**config.mk**
```make
export PLATFORM = sky130hd
export DESIGN_NAME = alu_ctrl_decode_stage_flat
export DESIGN_NICKNAME = d
export VERILOG_FILES = /design/src/rtl/alu_pkg.sv /design/src/rtl/alu_ctrl_decode_stage_if.sv /design/src/rtl/alu_ctrl_decoder.sv /design/src/rtl/alu_ctrl_decode_stage.sv /design/src/flat_wrapper.sv
export SDC_FILE = /design/constraint.sdc
export NUM_CORES = 1
export LEC_CHECK = 0
export ABC_AREA = 0
export CORE_ASPECT_RATIO = 1.1
export CORE_UTILIZATION = 49
export CTS_CLUSTER_SIZE = 12
export DETAILED_ROUTE_END_ITERATION = 12
export PLACE_DENSITY = 0.86
export SYNTH_ARGS = -nofsm -noshare
export SYNTH_HDL_FRONTEND = slang
export SYNTH_SLANG_ARGS = --single-unit
export TNS_END_PERCENT = 5
```
**constraint.sdc**
```tcl
create_clock -name clk -period 3.2 [get_ports clk]
set_input_delay 0.32 -clock clk [delete_from_list [all_inputs] [get_ports clk]]
set_output_delay 0.32 -clock clk [all_outputs]
set_load 0.005 [all_outputs]
```
**src/rtl/alu_pkg.sv**
```systemverilog
// ALU control codes, RV32I opcodes and the decoded-instruction bundle
// shared by the ID-stage decoder, the ID/EX register and the ALU.
package alu_pkg;

    localparam logic [3:0] ALU_ADD  = 4'b0000;
    localparam logic [3:0] ALU_SUB  = 4'b0001;
    localparam logic [3:0] ALU_AND  = 4'b0010;
    localparam logic [3:0] ALU_OR   = 4'b0011;
    localparam logic [3:0] ALU_XOR  = 4'b0100;
    localparam logic [3:0] ALU_SLT  = 4'b0101;
    localparam logic [3:0] ALU_SLL  = 4'b0110;
    localparam logic [3:0] ALU_SRL  = 4'b0111;
    localparam logic [3:0] ALU_BLT  = 4'b1000;
    localparam logic [3:0] ALU_BGE  = 4'b1001;
    localparam logic [3:0] ALU_BLTU = 4'b1010;
    localparam logic [3:0] ALU_BGEU = 4'b1011;
    localparam logic [3:0] ALU_BEQ  = 4'b1100;
    localparam logic [3:0] ALU_BNE  = 4'b1101;
    localparam logic [3:0] ALU_SRA  = 4'b1110;
    localparam logic [3:0] ALU_SLTU = 4'b1111;

    localparam logic [6:0] OPC_OP     = 7'b0110011;
    localparam logic [6:0] OPC_OPIMM  = 7'b0010011;
    localparam logic [6:0] OPC_BRANCH = 7'b1100011;
    localparam logic [6:0] OPC_LOAD   = 7'b0000011;
    localparam logic [6:0] OPC_STORE  = 7'b0100011;
    localparam logic [6:0] OPC_LUI    = 7'b0110111;
    localparam logic [6:0] OPC_AUIPC  = 7'b0010111;
    localparam logic [6:0] OPC_JAL    = 7'b1101111;
    localparam logic [6:0] OPC_JALR   = 7'b1100111;

    localparam logic [6:0] F7_00 = 7'h00;
    localparam logic [6:0] F7_20 = 7'h20;

    typedef struct packed {
        logic [3:0]  alu_ctrl;
        logic        use_imm;
        logic [31:0] imm;
        logic        reg_write;
        logic        is_branch;
        logic        illegal;
    } dec_t;

    // Base funct3 map shared by OP and OP-IMM (funct7 = 00 flavour).
    function automatic logic [3:0] f3_alu(input logic [2:0] f3);
        logic [3:0] c;
        c = ALU_ADD;
        unique case (f3)
            3'b000: c = ALU_ADD;
            3'b001: c = ALU_SLL;
            3'b010: c = ALU_SLT;
            3'b011: c = ALU_SLTU;
            3'b100: c = ALU_XOR;
            3'b101: c = ALU_SRL;
            3'b110: c = ALU_OR;
            3'b111: c = ALU_AND;
            default: c = ALU_ADD;
        endcase
        return c;
    endfunction

endpackage

```
**src/rtl/alu_ctrl_decode_stage_if.sv**
```systemverilog
// Fetch-side and execute-side handshake bundle of the ID stage.
// master: the decode stage; slave: the fetch/execute environment.
interface alu_ctrl_decode_stage_if #(
    parameter int XLEN  = 32,
    parameter int CNT_W = 16
);
    logic            if_valid;
    logic [XLEN-1:0] if_instr;
    logic [XLEN-1:0] if_pc;
    logic            id_ready;
    logic            flush;
    logic            ex_ready;
    logic            ex_valid;
    logic [3:0]      ex_alu_ctrl;
    logic            ex_use_imm;
    logic [XLEN-1:0] ex_imm;
    logic [4:0]      ex_rs1;
    logic [4:0]      ex_rs2;
    logic [4:0]      ex_rd;
    logic            ex_reg_write;
    logic            ex_is_branch;
    logic            ex_illegal;
    logic [XLEN-1:0] ex_pc;
    logic [CNT_W-1:0] illegal_cnt;
    logic [CNT_W-1:0] stall_cnt;

    modport master (
        input  if_valid, if_instr, if_pc, flush, ex_ready,
        output id_ready, ex_valid, ex_alu_ctrl, ex_use_imm, ex_imm,
        output ex_rs1, ex_rs2, ex_rd, ex_reg_write, ex_is_branch,
        output ex_illegal, ex_pc, illegal_cnt, stall_cnt
    );

    modport slave (
        output if_valid, if_instr, if_pc, flush, ex_ready,
        input  id_ready, ex_valid, ex_alu_ctrl, ex_use_imm, ex_imm,
        input  ex_rs1, ex_rs2, ex_rd, ex_reg_write, ex_is_branch,
        input  ex_illegal, ex_pc, illegal_cnt, stall_cnt
    );

endinterface

```
**src/rtl/alu_ctrl_decoder.sv**
```systemverilog
// Combinational RV32I decoder: instr_i -> ALU code, immediate and flags.
// Ports: instr_i (instruction word), dec_o (decoded bundle).
module alu_ctrl_decoder
    import alu_pkg::*;
(
    input  logic [31:0] instr_i,
    output dec_t        dec_o
);

    logic [6:0]  opc;
    logic [2:0]  f3;
    logic [6:0]  f7;
    logic [4:0]  rd;
    logic [31:0] imm_i;
    logic [31:0] imm_s;
    logic [31:0] imm_b;
    logic [31:0] imm_u;
    logic [31:0] imm_j;
    logic [31:0] imm_sh;

    assign opc = instr_i[6:0];
    assign f3  = instr_i[14:12];
    assign f7  = instr_i[31:25];
    assign rd  = instr_i[11:7];

    assign imm_i  = {{20{instr_i[31]}}, instr_i[31:20]};
    assign imm_s  = {{20{instr_i[31]}}, instr_i[31:25], instr_i[11:7]};
    assign imm_b  = {{19{instr_i[31]}}, instr_i[31], instr_i[7],
                     instr_i[30:25], instr_i[11:8], 1'b0};
    assign imm_u  = {instr_i[31:12], 12'b0};
    assign imm_j  = {{11{instr_i[31]}}, instr_i[31], instr_i[19:12],
                     instr_i[20], instr_i[30:21], 1'b0};
    assign imm_sh = {27'b0, instr_i[24:20]};

    always_comb begin
        dec_o          = '0;
        dec_o.alu_ctrl = ALU_ADD;
        unique case (1'b1)
            (opc == OPC_OP): begin
                dec_o.reg_write = 1'b1;
                dec_o.alu_ctrl  = f3_alu(f3);
                if (f7 == F7_20 && f3 == 3'b000) begin
                    dec_o.alu_ctrl = ALU_SUB;
                end else if (f7 == F7_20 && f3 == 3'b101) begin
                    dec_o.alu_ctrl = ALU_SRA;
                end else if (f7 != F7_00) begin
                    dec_o.illegal = 1'b1;
                end
            end
            (opc == OPC_OPIMM): begin
                dec_o.use_imm   = 1'b1;
                dec_o.reg_write = 1'b1;
                dec_o.alu_ctrl  = f3_alu(f3);
                dec_o.imm       = imm_i;
                // Shifts reuse imm[11:5] as a funct7-style qualifier.
                if (f3 == 3'b001 || f3 == 3'b101) begin
                    dec_o.imm = imm_sh;
                    if (f3 == 3'b101 && f7 == F7_20) begin
                        dec_o.alu_ctrl = ALU_SRA;
                    end else if (f7 != F7_00) begin
                        dec_o.illegal = 1'b1;
                    end
                end
            end
            (opc == OPC_BRANCH): begin
                dec_o.is_branch = 1'b1;
                dec_o.imm       = imm_b;
                case (f3)
                    3'b000:  dec_o.alu_ctrl = ALU_BEQ;
                    3'b001:  dec_o.alu_ctrl = ALU_BNE;
                    3'b100:  dec_o.alu_ctrl = ALU_BLT;
                    3'b101:  dec_o.alu_ctrl = ALU_BGE;
                    3'b110:  dec_o.alu_ctrl = ALU_BLTU;
                    3'b111:  dec_o.alu_ctrl = ALU_BGEU;
                    default: dec_o.illegal  = 1'b1;
                endcase
            end
            (opc == OPC_LOAD): begin
                dec_o.use_imm   = 1'b1;
                dec_o.reg_write = 1'b1;
                dec_o.imm       = imm_i;
            end
            (opc == OPC_STORE): begin
                dec_o.use_imm = 1'b1;
                dec_o.imm     = imm_s;
            end
            (opc == OPC_LUI),
            (opc == OPC_AUIPC): begin
                dec_o.use_imm   = 1'b1;
                dec_o.reg_write = 1'b1;
                dec_o.imm       = imm_u;
            end
            (opc == OPC_JAL): begin
                dec_o.use_imm   = 1'b1;
                dec_o.reg_write = 1'b1;
                dec_o.imm       = imm_j;
            end
            (opc == OPC_JALR): begin
                dec_o.use_imm   = 1'b1;
                dec_o.reg_write = 1'b1;
                dec_o.imm       = imm_i;
                dec_o.illegal   = (f3 != 3'b000);
            end
            default: begin
                dec_o.illegal = 1'b1;
            end
        endcase

        // Illegal ops travel as a harmless ADD with no side effects.
        if (dec_o.illegal) begin
            dec_o         = '0;
            dec_o.illegal = 1'b1;
        end
        if (rd == 5'd0) begin
            dec_o.reg_write = 1'b0;
        end
    end

endmodule

```
**src/rtl/alu_ctrl_decode_stage.sv**
```systemverilog
// ID stage: decodes if_instr and holds the result in the ID/EX register.
// Ports: clk, rst_n (async, active low), bus (handshake + ex_* + counters).
module alu_ctrl_decode_stage
    import alu_pkg::*;
#(
    parameter int XLEN  = 32,
    parameter int CNT_W = 16
) (
    input  logic clk,
    input  logic rst_n,
    alu_ctrl_decode_stage_if.master bus
);

    localparam logic [CNT_W-1:0] CNT_ONE = CNT_W'(1);
    localparam logic [CNT_W-1:0] CNT_MAX = '1;

    dec_t dec;

    logic             load;
    logic             valid_d;
    logic             valid_q;
    logic [3:0]       alu_q;
    logic             use_imm_q;
    logic [XLEN-1:0]  imm_q;
    logic [4:0]       rs1_q;
    logic [4:0]       rs2_q;
    logic [4:0]       rd_q;
    logic             rw_q;
    logic             br_q;
    logic             ill_q;
    logic [XLEN-1:0]  pc_q;
    logic [CNT_W-1:0] ill_cnt_d;
    logic [CNT_W-1:0] ill_cnt_q;
    logic [CNT_W-1:0] stall_cnt_d;
    logic [CNT_W-1:0] stall_cnt_q;

    alu_ctrl_decoder u_dec (
        .instr_i (bus.if_instr),
        .dec_o   (dec)
    );

    assign bus.id_ready = !valid_q || bus.ex_ready;
    assign load = bus.if_valid && bus.id_ready && !bus.flush;

    always_comb begin
        valid_d     = valid_q;
        ill_cnt_d   = ill_cnt_q;
        stall_cnt_d = stall_cnt_q;
        if (bus.flush) begin
            valid_d = 1'b0;
        end else if (load) begin
            valid_d = 1'b1;
        end else if (bus.ex_ready) begin
            valid_d = 1'b0;
        end
        if (load && dec.illegal && ill_cnt_q != CNT_MAX) begin
            ill_cnt_d = ill_cnt_q + CNT_ONE;
        end
        if (valid_q && !bus.ex_ready && !bus.flush &&
            stall_cnt_q != CNT_MAX) begin
            stall_cnt_d = stall_cnt_q + CNT_ONE;
        end
    end

    always_ff @(posedge clk or negedge rst_n) begin
        if (!rst_n) begin
            valid_q     <= 1'b0;
            alu_q       <= '0;
            use_imm_q   <= 1'b0;
            imm_q       <= '0;
            rs1_q       <= '0;
            rs2_q       <= '0;
            rd_q        <= '0;
            rw_q        <= 1'b0;
            br_q        <= 1'b0;
            ill_q       <= 1'b0;
            pc_q        <= '0;
            ill_cnt_q   <= '0;
            stall_cnt_q <= '0;
        end else begin
            valid_q     <= valid_d;
            ill_cnt_q   <= ill_cnt_d;
            stall_cnt_q <= stall_cnt_d;
            // Payload only moves on a load; a flush leaves it frozen.
            if (load) begin
                alu_q     <= dec.alu_ctrl;
                use_imm_q <= dec.use_imm;
                imm_q     <= dec.imm;
                rs1_q     <= bus.if_instr[19:15];
                rs2_q     <= bus.if_instr[24:20];
                rd_q      <= bus.if_instr[11:7];
                rw_q      <= dec.reg_write;
                br_q      <= dec.is_branch;
                ill_q     <= dec.illegal;
                pc_q      <= bus.if_pc;
            end
        end
    end

    assign bus.ex_valid     = valid_q;
    assign bus.ex_alu_ctrl  = alu_q;
    assign bus.ex_use_imm   = use_imm_q;
    assign bus.ex_imm       = imm_q;
    assign bus.ex_rs1       = rs1_q;
    assign bus.ex_rs2       = rs2_q;
    assign bus.ex_rd        = rd_q;
    assign bus.ex_reg_write = rw_q;
    assign bus.ex_is_branch = br_q;
    assign bus.ex_illegal   = ill_q;
    assign bus.ex_pc        = pc_q;
    assign bus.illegal_cnt  = ill_cnt_q;
    assign bus.stall_cnt    = stall_cnt_q;

endmodule

```
**src/flat_wrapper.sv**
```systemverilog
// flat-port wrapper written by rule: the top's interface ports become plain ports
module alu_ctrl_decode_stage_flat import alu_pkg::*;
#(
    parameter int XLEN  = 32,
    parameter int CNT_W = 16
)
  (clk, rst_n, bus_if_valid, bus_if_instr, bus_if_pc, bus_flush, bus_ex_ready, bus_id_ready, bus_ex_valid, bus_ex_alu_ctrl, bus_ex_use_imm, bus_ex_imm, bus_ex_rs1, bus_ex_rs2, bus_ex_rd, bus_ex_reg_write, bus_ex_is_branch, bus_ex_illegal, bus_ex_pc, bus_illegal_cnt, bus_stall_cnt);
  alu_ctrl_decode_stage_if #(.XLEN(XLEN), .CNT_W(CNT_W)) bus_i ();
  input  logic clk;
  input  logic rst_n;
  input wire logic [$bits(bus_i.if_valid)-1:0] bus_if_valid;
  input wire logic [$bits(bus_i.if_instr)-1:0] bus_if_instr;
  input wire logic [$bits(bus_i.if_pc)-1:0] bus_if_pc;
  input wire logic [$bits(bus_i.flush)-1:0] bus_flush;
  input wire logic [$bits(bus_i.ex_ready)-1:0] bus_ex_ready;
  output wire logic [$bits(bus_i.id_ready)-1:0] bus_id_ready;
  output wire logic [$bits(bus_i.ex_valid)-1:0] bus_ex_valid;
  output wire logic [$bits(bus_i.ex_alu_ctrl)-1:0] bus_ex_alu_ctrl;
  output wire logic [$bits(bus_i.ex_use_imm)-1:0] bus_ex_use_imm;
  output wire logic [$bits(bus_i.ex_imm)-1:0] bus_ex_imm;
  output wire logic [$bits(bus_i.ex_rs1)-1:0] bus_ex_rs1;
  output wire logic [$bits(bus_i.ex_rs2)-1:0] bus_ex_rs2;
  output wire logic [$bits(bus_i.ex_rd)-1:0] bus_ex_rd;
  output wire logic [$bits(bus_i.ex_reg_write)-1:0] bus_ex_reg_write;
  output wire logic [$bits(bus_i.ex_is_branch)-1:0] bus_ex_is_branch;
  output wire logic [$bits(bus_i.ex_illegal)-1:0] bus_ex_illegal;
  output wire logic [$bits(bus_i.ex_pc)-1:0] bus_ex_pc;
  output wire logic [$bits(bus_i.illegal_cnt)-1:0] bus_illegal_cnt;
  output wire logic [$bits(bus_i.stall_cnt)-1:0] bus_stall_cnt;
  assign bus_i.if_valid = bus_if_valid;
  assign bus_i.if_instr = bus_if_instr;
  assign bus_i.if_pc = bus_if_pc;
  assign bus_i.flush = bus_flush;
  assign bus_i.ex_ready = bus_ex_ready;
  assign bus_id_ready = bus_i.id_ready;
  assign bus_ex_valid = bus_i.ex_valid;
  assign bus_ex_alu_ctrl = bus_i.ex_alu_ctrl;
  assign bus_ex_use_imm = bus_i.ex_use_imm;
  assign bus_ex_imm = bus_i.ex_imm;
  assign bus_ex_rs1 = bus_i.ex_rs1;
  assign bus_ex_rs2 = bus_i.ex_rs2;
  assign bus_ex_rd = bus_i.ex_rd;
  assign bus_ex_reg_write = bus_i.ex_reg_write;
  assign bus_ex_is_branch = bus_i.ex_is_branch;
  assign bus_ex_illegal = bus_i.ex_illegal;
  assign bus_ex_pc = bus_i.ex_pc;
  assign bus_illegal_cnt = bus_i.illegal_cnt;
  assign bus_stall_cnt = bus_i.stall_cnt;
  alu_ctrl_decode_stage #(.XLEN(XLEN), .CNT_W(CNT_W)) u_core (.clk(clk), .rst_n(rst_n), .bus(bus_i));
endmodule
```
# Yosys cells after proc, flatten, opt, wreduce, memory -nomap -nowiden
# Memory sizes are Yosys's and may differ from the RTL's.
# Index checks and enable logic that the tools add are counted.
dict set report op_classes {
  n_addsub 2
  mux 22
  reduce_logical 25
  n_eq_ne 17
}
# op n
set ops {}
lappend ops {{32-bit one-hot mux with 6 select lines} 1}
lappend ops {{40-bit 2-to-1 mux} 1}
lappend ops {{16-bit by 1-bit adder with 16-bit output, second input constant} 2}
lappend ops {{32-bit 2-to-1 mux} 1}
lappend ops {{16-bit != test, second input constant} 2}
lappend ops {{7-bit by 6-bit == test with 1-bit output, second input constant} 4}
lappend ops {{4-bit one-hot mux with 6 select lines} 1}
lappend ops {{7-bit == test, second input constant} 3}
lappend ops {{4-bit 2-to-1 mux} 4}
lappend ops {{7-bit by 5-bit == test with 1-bit output, second input constant} 2}
lappend ops {{7-bit OR reduction} 2}
lappend ops {{3-bit == test, second input constant} 4}
lappend ops {{1-bit 2-to-1 mux} 12}
lappend ops {{4-bit one-hot mux with 3 select lines} 1}
lappend ops {{1-bit logical AND} 9}
lappend ops {{7-bit by 2-bit == test with 1-bit output, second input constant} 1}
lappend ops {{7-bit nonzero test} 1}
lappend ops {{3-bit nonzero test} 2}
lappend ops {{6-bit OR reduction} 1}
lappend ops {{5-bit zero test} 1}
lappend ops {{1-bit one-hot mux with 5 select lines} 1}
lappend ops {{5-bit OR reduction} 1}
lappend ops {{2-bit OR reduction} 2}
lappend ops {{3-bit by 1-bit == test with 1-bit output, second input constant} 1}
lappend ops {{other kinds (3)} 6}
dict set report word_totals {
  output_inout_bits 121
  romBits 64
  register_bits 120
  mem_count 2
}
# memory depth word_bits read_ports rd_clocked_by_memory_dff wr line_no
set mem_list {}
lappend mem_list {{(no name shown)} 8 4 1 0 0 alu_pkg.sv:48} ;# unique case (f3)
lappend mem_list {{(no name shown)} 8 4 1 0 0 alu_pkg.sv:48}

# Longest topological paths before layout
# Gate-level depths: netlist of run 1.
dict set report logic_depth {
  word_depth 8
  depth_mapped 10
  depth_no_buf 8
}

# Cells and area by module
# A second synthesis of run 1 with hierarchy kept.
dict set report unflattened {
  hier_cells 509
  area_unflattened_um2 6127.1
}
# module seq_area_each_um2 cells_per_inst area_each_um2 instances
set modules_own_cells {}
lappend modules_own_cells {alu_ctrl_decode_stage 3002.9 338 5022.3 1}
lappend modules_own_cells {alu_ctrl_decoder 0.0 171 1104.8 1}

# Least setup slack after synthesis of run 1
# No wires, ideal clock.
dict set report synth_path {
  path_type {input port to flip-flop}
  from {input bus_if_instr[13]}
  to {register u_core.ill_cnt_q[1], in the netlist u_core.bus.illegal_cnt[1]}
  stages 9
  arrival_ns 1.867
  setup_time_ns 0.128
  n_path_buf 1
  path_slack_ns 1.205
  cell_sequence {inv_1 -> ha_1 -> mux2i_1 -> nand2_1 -> a211o_1 -> and3_1 -> buf_6 -> nor2_1 -> mux2_1}
}
dict set report synth_via {
  elab_chain_len 8
  elab_cells_between_ends 19
  cone_classes {eq/ne: 5; mux: 6; reduce/logical: 8}
}
# item line_no
set synth_lines {}
lappend synth_lines {{from (decl)} flat_wrapper.sv:12} ;# input wire logic [$bits(bus_i.if_instr)-1:0] bus_if_instr;
lappend synth_lines {{3-bit == test} --}
lappend synth_lines {{1-bit logical AND} {alu_ctrl_decoder.sv:44, alu_ctrl_decoder.sv:58}}
lappend synth_lines {{1-bit 2-to-1 mux} {alu_ctrl_decoder.sv:44, alu_ctrl_decoder.sv:58}}
lappend synth_lines {{1-bit 2-to-1 mux (on tied branches)} {alu_ctrl_decoder.sv:56, alu_ctrl_decoder.sv:42}}
lappend synth_lines {{1-bit one-hot mux with 5 select lines (*)} alu_ctrl_decoder.sv:38} ;# unique case (1'b1)
lappend synth_lines {{40-bit 2-to-1 mux (*)} alu_ctrl_decoder.sv:110} ;# if (dec_o.illegal) begin
lappend synth_lines {{1-bit logical AND (*) (2 in series)} alu_ctrl_decode_stage.sv:56} ;# if (load && dec.illegal && ill_cnt_q != CNT_MAX) begin
lappend synth_lines {{to (signal assigned)} alu_ctrl_decode_stage.sv:82} ;# ill_cnt_q <= ill_cnt_d;
lappend synth_lines {{to (decl)} alu_ctrl_decode_stage.sv:33} ;# logic [CNT_W-1:0] ill_cnt_q;
# Mark *: on every way between the ends. The rest lies on a longest branch, timed or not.
# A chain may end at the register's enable or synchronous reset.

# Worst setup path after layout of run 1
dict set report layout_path {
  from {input bus_if_instr[13]}
  to {register u_core.ill_cnt_q[9], in the netlist u_core.bus.illegal_cnt[9]}
}
# Same word-level chain as after synthesis.

==> results of run 1 <==
## Yosys cell counts, drive strengths merged, types with 5 or more instances
cell    number  area, um2
clkbuf      17      63.81
nor2b        6      37.54
o21ai       35      175.2
and3         8      50.05
ha           5      62.56
nand3       11      55.05
inv          9      33.78
a21oi       30      150.1
nor2        20      75.07
nand4       13      81.33
a22o        10      87.58
dfrtp      120       3003
nor3        10      85.08
xnor2       12      105.1
nor3b        7      62.56
nand2      191      716.9
buf          7      47.54
xor2        16      140.1
## per-stage QoR
step           hold slack, ps  power, mW  utilization, %
2_1_floorplan           24.41      2.038               -
3_3_place_gp            377.3      2.528           70.71
3_5_place_dp            383.6      2.563           70.71
4_1_cts                 424.2      4.380           76.17
5_1_grt                 443.3      4.526           76.17
6_report                436.2      4.361           76.17
## sequential cells by signal (all words and copies together), names as in the netlist
signal / flops
u_core.bus.ex_valid: 1
u_core.bus.ex_rs1: 5
u_core.bus.ex_rd: 5
u_core.bus.ex_use_imm: 1
u_core.bus.illegal_cnt: 16
u_core.bus.stall_cnt: 16
u_core.bus.ex_illegal: 1
u_core.bus.ex_is_branch: 1
u_core.bus.ex_imm: 32
u_core.bus.ex_alu_ctrl: 4
u_core.bus.ex_pc: 32
u_core.bus.ex_rs2: 5
u_core.bus.ex_reg_write: 1
## path summary, 6_finish.rpt
kind,slack [ps],cells after the start,endpoint,startpoint
setup / recovery,810,10,u_core.bus.illegal_cnt[9],bus_if_instr[13]
hold / removal,440,3,u_core.bus.ex_pc[31],bus_if_pc[31]
setup reg to reg,950,7,u_core.bus.illegal_cnt[1],u_core.bus.illegal_cnt[0]
hold reg to reg,470,2,u_core.bus.ex_pc[8],u_core.bus.ex_pc[8]
max in group asynchronous,1890,3,u_core.bus.ex_rs2[0],rst_n
min in group asynchronous,490,2,u_core.bus.ex_valid,rst_n
## worst max-delay path: stages
cell             delay (ps)
clkdlybuf4s50_1         530
inv_1                   130
ha_1                    280
mux2i_1                 160
nand2_1                  70
a211o_1                 330
and3_1                  210
buf_4                   220
nor3_2                  230
xor2_1                  220
## per-layer routing
layer	vias up	wire length [um]	track usage, %
met5	-	0	0
met4	0	271	10.86
met3	26	1231	8.531
met2	208	8742	53.42
met1	2470	6180	34.90
li1	2347	-	-
## power breakdown
group | internal, mW | leakage, nW | switching, mW
registers | 1.67 | 1.57 | 0.141
clock network | 1.13 | 0.271 | 0.684
logic | 0.438 | 1.79 | 0.305
## timing repair
item                                   4_1_cts  5_1_grt
gates resized for setup                      0        0
endpoints found under the hold margin       49        0
hold buffers                                 1        0
## cell families (layout without fill, tap and decap cells)
family | Yosys count | count (layout)
xor gates and xnor gates | 28 | 28
muxes | 4 | 4
AOI/OAI and AO/OA | 101 | 101
buffers and inverters | 33 | 242
and+or+nand+nor | 283 | 283
DFF | 120 | 120
adders and majority gates | 5 | 5
## final cells by class
type                            count  share of cell area, %
Clock inverter                     11                  1.210
Inverter                            9                 0.4189
Sequential cell                   120                  37.23
Timing Repair Buffer              201                  24.88
Clock buffer                       21                  5.833
Tap cell                          143                  2.218
Multi-Input combinational cell    421                  28.20
==> reports/results.tsv, run 1 <==
stage	metric	value	unit
route	final wirelength	16430	um
timing	Final Hold Violating Endpoints	0	
timing	Slew HR	56.36	%
setup_path	crit path launch type	input pin	
die	core area	10590	um2
synth	XOR/XNOR Fraction of Synth Area	4.527	%
route	initial drt markers	236	
power_and_ir_drop	P_leak	3.634	nW
outcome	outcome	finished clean	
timing	clock period minus worst slack	2391	ps
setup_path	CP Max Fanout	12	
setup_path	Worst setup EP type	flip-flop	
die	starting density of the core	51.16	%
timing	Slew Limit Fails	0	
cells_and_area	post-route cell area	8065	um2
synth	Mapped Area	5418	um2
grt	overall routing resource usage	30.39	%
die	die area	11480	um2
synth	Post-Synth Simple-Gate Area	24.06	%
synth	combinational family with the most area after synthesis	simple AND/OR/NAND/NOR gates	
timing	skew final	6.529	ps
place	placed cells	893	
cells_and_area	number of fill cells	702	
timing	Final setup viols	0	
timing	FMAX	418.2	MHz
place	hpwl dp	11480	um
route	routed vias/inst	5.455	
clock_network	worst-case clock buffer depth	2	
cells_and_area	commonest non-fill, non-tap cells in the layout	nand2_1 (191), clkdlybuf4s50_1 (188), dfrtp_1 (120)	
synth	Netlist cell types	55	
place	# port buffers	189	
setup_path	crit path DAT	2700	ps
grt	largest net degree at the start of global routing	83	
grt	grt ovf	0	
clock_network	Num Clock Sinks	120	
clock_network	Post-CTS Setup Repair Bufs	0	
synth	predominant post-synthesis flop cell	dfrtp_1	
setup_path	critical path class	input pin to flip-flop	
die	DIE WIDTH	102.3	um
power_and_ir_drop	VDD IR-drop max	0.3299	mV
clock_network	TritonCTS clock tree	yes	
clock_network	CTS root buf	clkbuf_16	
route	Detail Route Antenna Nets	0	
synth	Synth Area in Compound Gates	11.34	%
grt	antenna violations before repair	0	
synth	mux cell area share after synthesis	0.8083	%
synth	Seq/Total Area, Yosys	55.43	%
setup_path	Worst EP required	3510	ps
cells_and_area	Area Overhead vs Synth	48.87	%
place	pre-CTS WS	464.8	ps
route	WL/cell	17.74	um
cells_and_area	area of the multi-input gates	2275	um2
cells_and_area	Ant. Diodes	0	
route	DRT Pass-1 Iters	5	
synth	Yosys warnings	0	
timing	setup TNS	0	ps
clock_network	Num CTS Buffers	17	
cells_and_area	Final #Nets	844	
grt	global-route wire length before repair	26540	um
synth	Avg Cell Area, Syn	9.438	um2
place	RD Place Congestion	0.9210	
synth	Syn Nets	648	
timing	RSZ-0062 raised after global routing	no	
timing	period utilisation layout	74.73	%
cells_and_area	layout cells sized above 1	7.280	%
timing	final setup margin	808.7	ps
clock_network	CTS H-tree lvls	4	
die	die extent in y	112.3	um
clock_network	CTS clk-pin slew, worst paths	60	ps
die	Ports	190	
place	placed cell area	7487	um2
route	via count	5051	
synth	Seq cells post-synth	120	
synth	post-synthesis cell count	574	
synth	Post-synth ARST share	100.0	%
die	row count	39	
route	DRC	0	
grt	vias in the first global route	5275	
job	max-cap viol count	0	
cells_and_area	register area	3003	um2
cells_and_area	final non-filler cell total	926	
power_and_ir_drop	Power per Cell Area	540.7	nW/um2
synth	post-synthesis adder-cell area fraction	1.155	%
min_path	Hold WC Path Type	input pin to flip-flop	
clock_network	clock latency at the later pin of the worst-skew pair	410	ps
cells_and_area	most common cell after layout, fill and taps aside	nand2_1	
synth	EDFF count, synth	0	
timing	Worst Tran Pin Value	654.5	ps
No activity file was read; power rests on OpenSTA's default activity.
==> run 2: changes to the inputs <==
CORE_UTILIZATION = 41   (was 49)
PLACE_DENSITY = 0.77   (was 0.86)
clock period = 2.1 ns   (was 3.2 ns; I/O delays follow)
==> reports/results.tsv, run 2 (synthesis results as in run 1) <==
stage	metric	value	unit
grt	antenna violations before repair	0	
die	core area	12750	um2
timing	clock period minus worst slack	1983	ps
timing	skew final	6.544	ps
outcome	outcome	finished with violations	
power_and_ir_drop	total power	6.705	mW
clock_network	CTS clk-pin slew, worst paths	50	ps
clock_network	clock latency at the later pin of the worst-skew pair	410	ps
grt	global routing met2 resource utilization	41.91	%
place	# port buffers	189	
timing	RSZ-0062 raised after global routing	no	
timing	Slew Limit Fails	0	
timing	Slew HR	63.62	%
timing	Final setup viols	0	
cells_and_area	number of fill cells	1027	
cells_and_area	Final #Nets	894	
setup_path	crit path launch type	input pin	
grt	global-route wire length before repair	25900	um
power_and_ir_drop	P_leak	3.905	nW
route	via count	5190	
grt	grt met1 use	29.76	%
setup_path	Setup crit start	bus_if_instr[12]	
timing	Worst Tran Pin Value	545.8	ps
clock_network	Num Clock Sinks	120	
cells_and_area	most common cell after layout, fill and taps aside	nand2_1	
route	Detail Route Antenna Nets	0	
setup_path	R2R setup slack	230	ps
die	die extent in y	122.6	um
grt	vias in the first global route	5191	
die	row count	43	
timing	Final Hold Violating Endpoints	0	
setup_path	Worst EP required	2400	ps
setup_path	R2R Path End	u_core.bus.illegal_cnt[15]	
clock_network	Num CTS Buffers	17	
setup_path	Worst setup EP type	flip-flop	
die	DIE WIDTH	111.6	um
route	initial drt markers	341	
grt	overall routing resource usage	24.58	%
min_path	Hold WC Path Type	input pin to async pin	
cells_and_area	Area Overhead vs Synth	57.27	%
setup_path	CP Max Fanout	4	
cells_and_area	layout cells sized above 1	12.97	%
setup_path	Worst R2R Start	u_core.bus.illegal_cnt[0]	
job	max-cap viol count	0	
grt	M3 GR Usage	5.679	%
timing	period utilisation layout	94.45	%
setup_path	critical path endpoint	u_core.bus.illegal_cnt[4]	
place	placed cell area	7918	um2
route	WL/cell	16.48	um
die	Ports	190	
setup_path	critical path class	input pin to flip-flop	
timing	final setup margin	116.5	ps
route	final wirelength	16320	um
power_and_ir_drop	Power per Cell Area	786.9	nW/um2
timing	final hold slack	312.9	ps
die	starting density of the core	42.49	%
grt	Most Used Layer, Global Route	met2	
grt	largest net degree at the start of global routing	74	
cells_and_area	Ant. Diodes	0	
clock_network	TritonCTS clock tree	yes	
outcome	failing checks	design-rule violations	
grt	grt ovf	0	
route	DRC	12	
cells_and_area	register area	3003	um2
timing	FMAX	504.2	MHz
setup_path	crit path DAT	2280	ps
route	routed vias/inst	5.242	
cells_and_area	area of the multi-input gates	2296	um2
clock_network	CTS H-tree lvls	4	
power_and_ir_drop	VDD IR-drop max	0.5159	mV
place	hpwl dp	11960	um
clock_network	CTS root buf	clkbuf_16	
cells_and_area	post-route cell area	8521	um2
cells_and_area	commonest non-fill, non-tap cells in the layout	nand2_1 (191), clkdlybuf4s50_1 (188), dfrtp_1 (120)	
setup_path	Worst R2R Path Depth	7	
place	RD Place Congestion	0.8733	
die	die area	13680	um2
place	pre-CTS WS	-347.6	ps
route	DRT Pass-1 Iters	9	
clock_network	worst-case clock buffer depth	2	
==> run 2: per-layer routing <==
metal  vias to the layer above  wire length, um
li1                       2440                -
met1                      2524             6669
met2                       195             8274
met3                        31              996
met4                         0              376
met5                         -                0
==> run 2: timing repair <==
| item | 4_1_cts | 5_1_grt |
|---|---|---|
| resized for setup | 0 | 5 |
| setup buffers | 0 | 0 |
| hold buffers | 1 | 0 |
| setup endpoints to repair | 0 | 40 |
| hold endpoints to repair | 36 | 0 |
==> run 2: final cells by class <==
type / instances / area share (%)
clock buffers: 25 / 5.932
clock inverters: 7 / 0.7783
inverters: 9 / 0.3965
multi-input cells: 421 / 26.95
flip-flops and latches: 120 / 35.24
well taps: 157 / 2.305
repair buffers: 251 / 28.40
==> run 2: how the worst min path moves through the flow <==
stage,startpoint,end,cells after the start
2_1_floorplan,rst_n,u_core.bus.ex_alu_ctrl[0],0
4_1_cts,bus_if_pc[30],u_core.bus.ex_pc[30],3
6_report,rst_n,u_core.bus.illegal_cnt[10],2
3_3_place_gp,rst_n,u_core.bus.illegal_cnt[10],1
5_1_grt,bus_if_pc[22],u_core.bus.ex_pc[22],3
3_5_place_dp,rst_n,u_core.bus.illegal_cnt[10],1
==> run 2: worst max-delay path, stage by stage <==
cell and delay [ps]:
clkdlybuf4s50_1 510, inv_1 60, ha_1 210, buf_4 150, nand3b_1 70, o2111ai_1 120, o31a_1 150, and3_2 250
nor3_1 200, mux2_1 340
==> run 2: where the power goes <==
group | internal [mW] | total, mW | switching (mW)
Sequential | 2.54 | 2.74 | 0.202
Combinational | 0.713 | 1.18 | 0.469
Clock | 1.78 | 2.78 | 1.00
==> run 2: metrics by stage <==
stage	setup TNS, ps	instances	utilization, %
2_1_floorplan	0	574	-
3_3_place_gp	-10110	957	62.09
3_5_place_dp	-15180	957	62.09
4_1_cts	0	990	66.66
5_1_grt	0	990	66.82
6_report	0	990	66.82
==> run 3: changes to the inputs <==
SLEW_MARGIN = 20   (was unset)
==> results of run 3 <==
No change in the layout: final DEF, timing and power equal those of run 2.
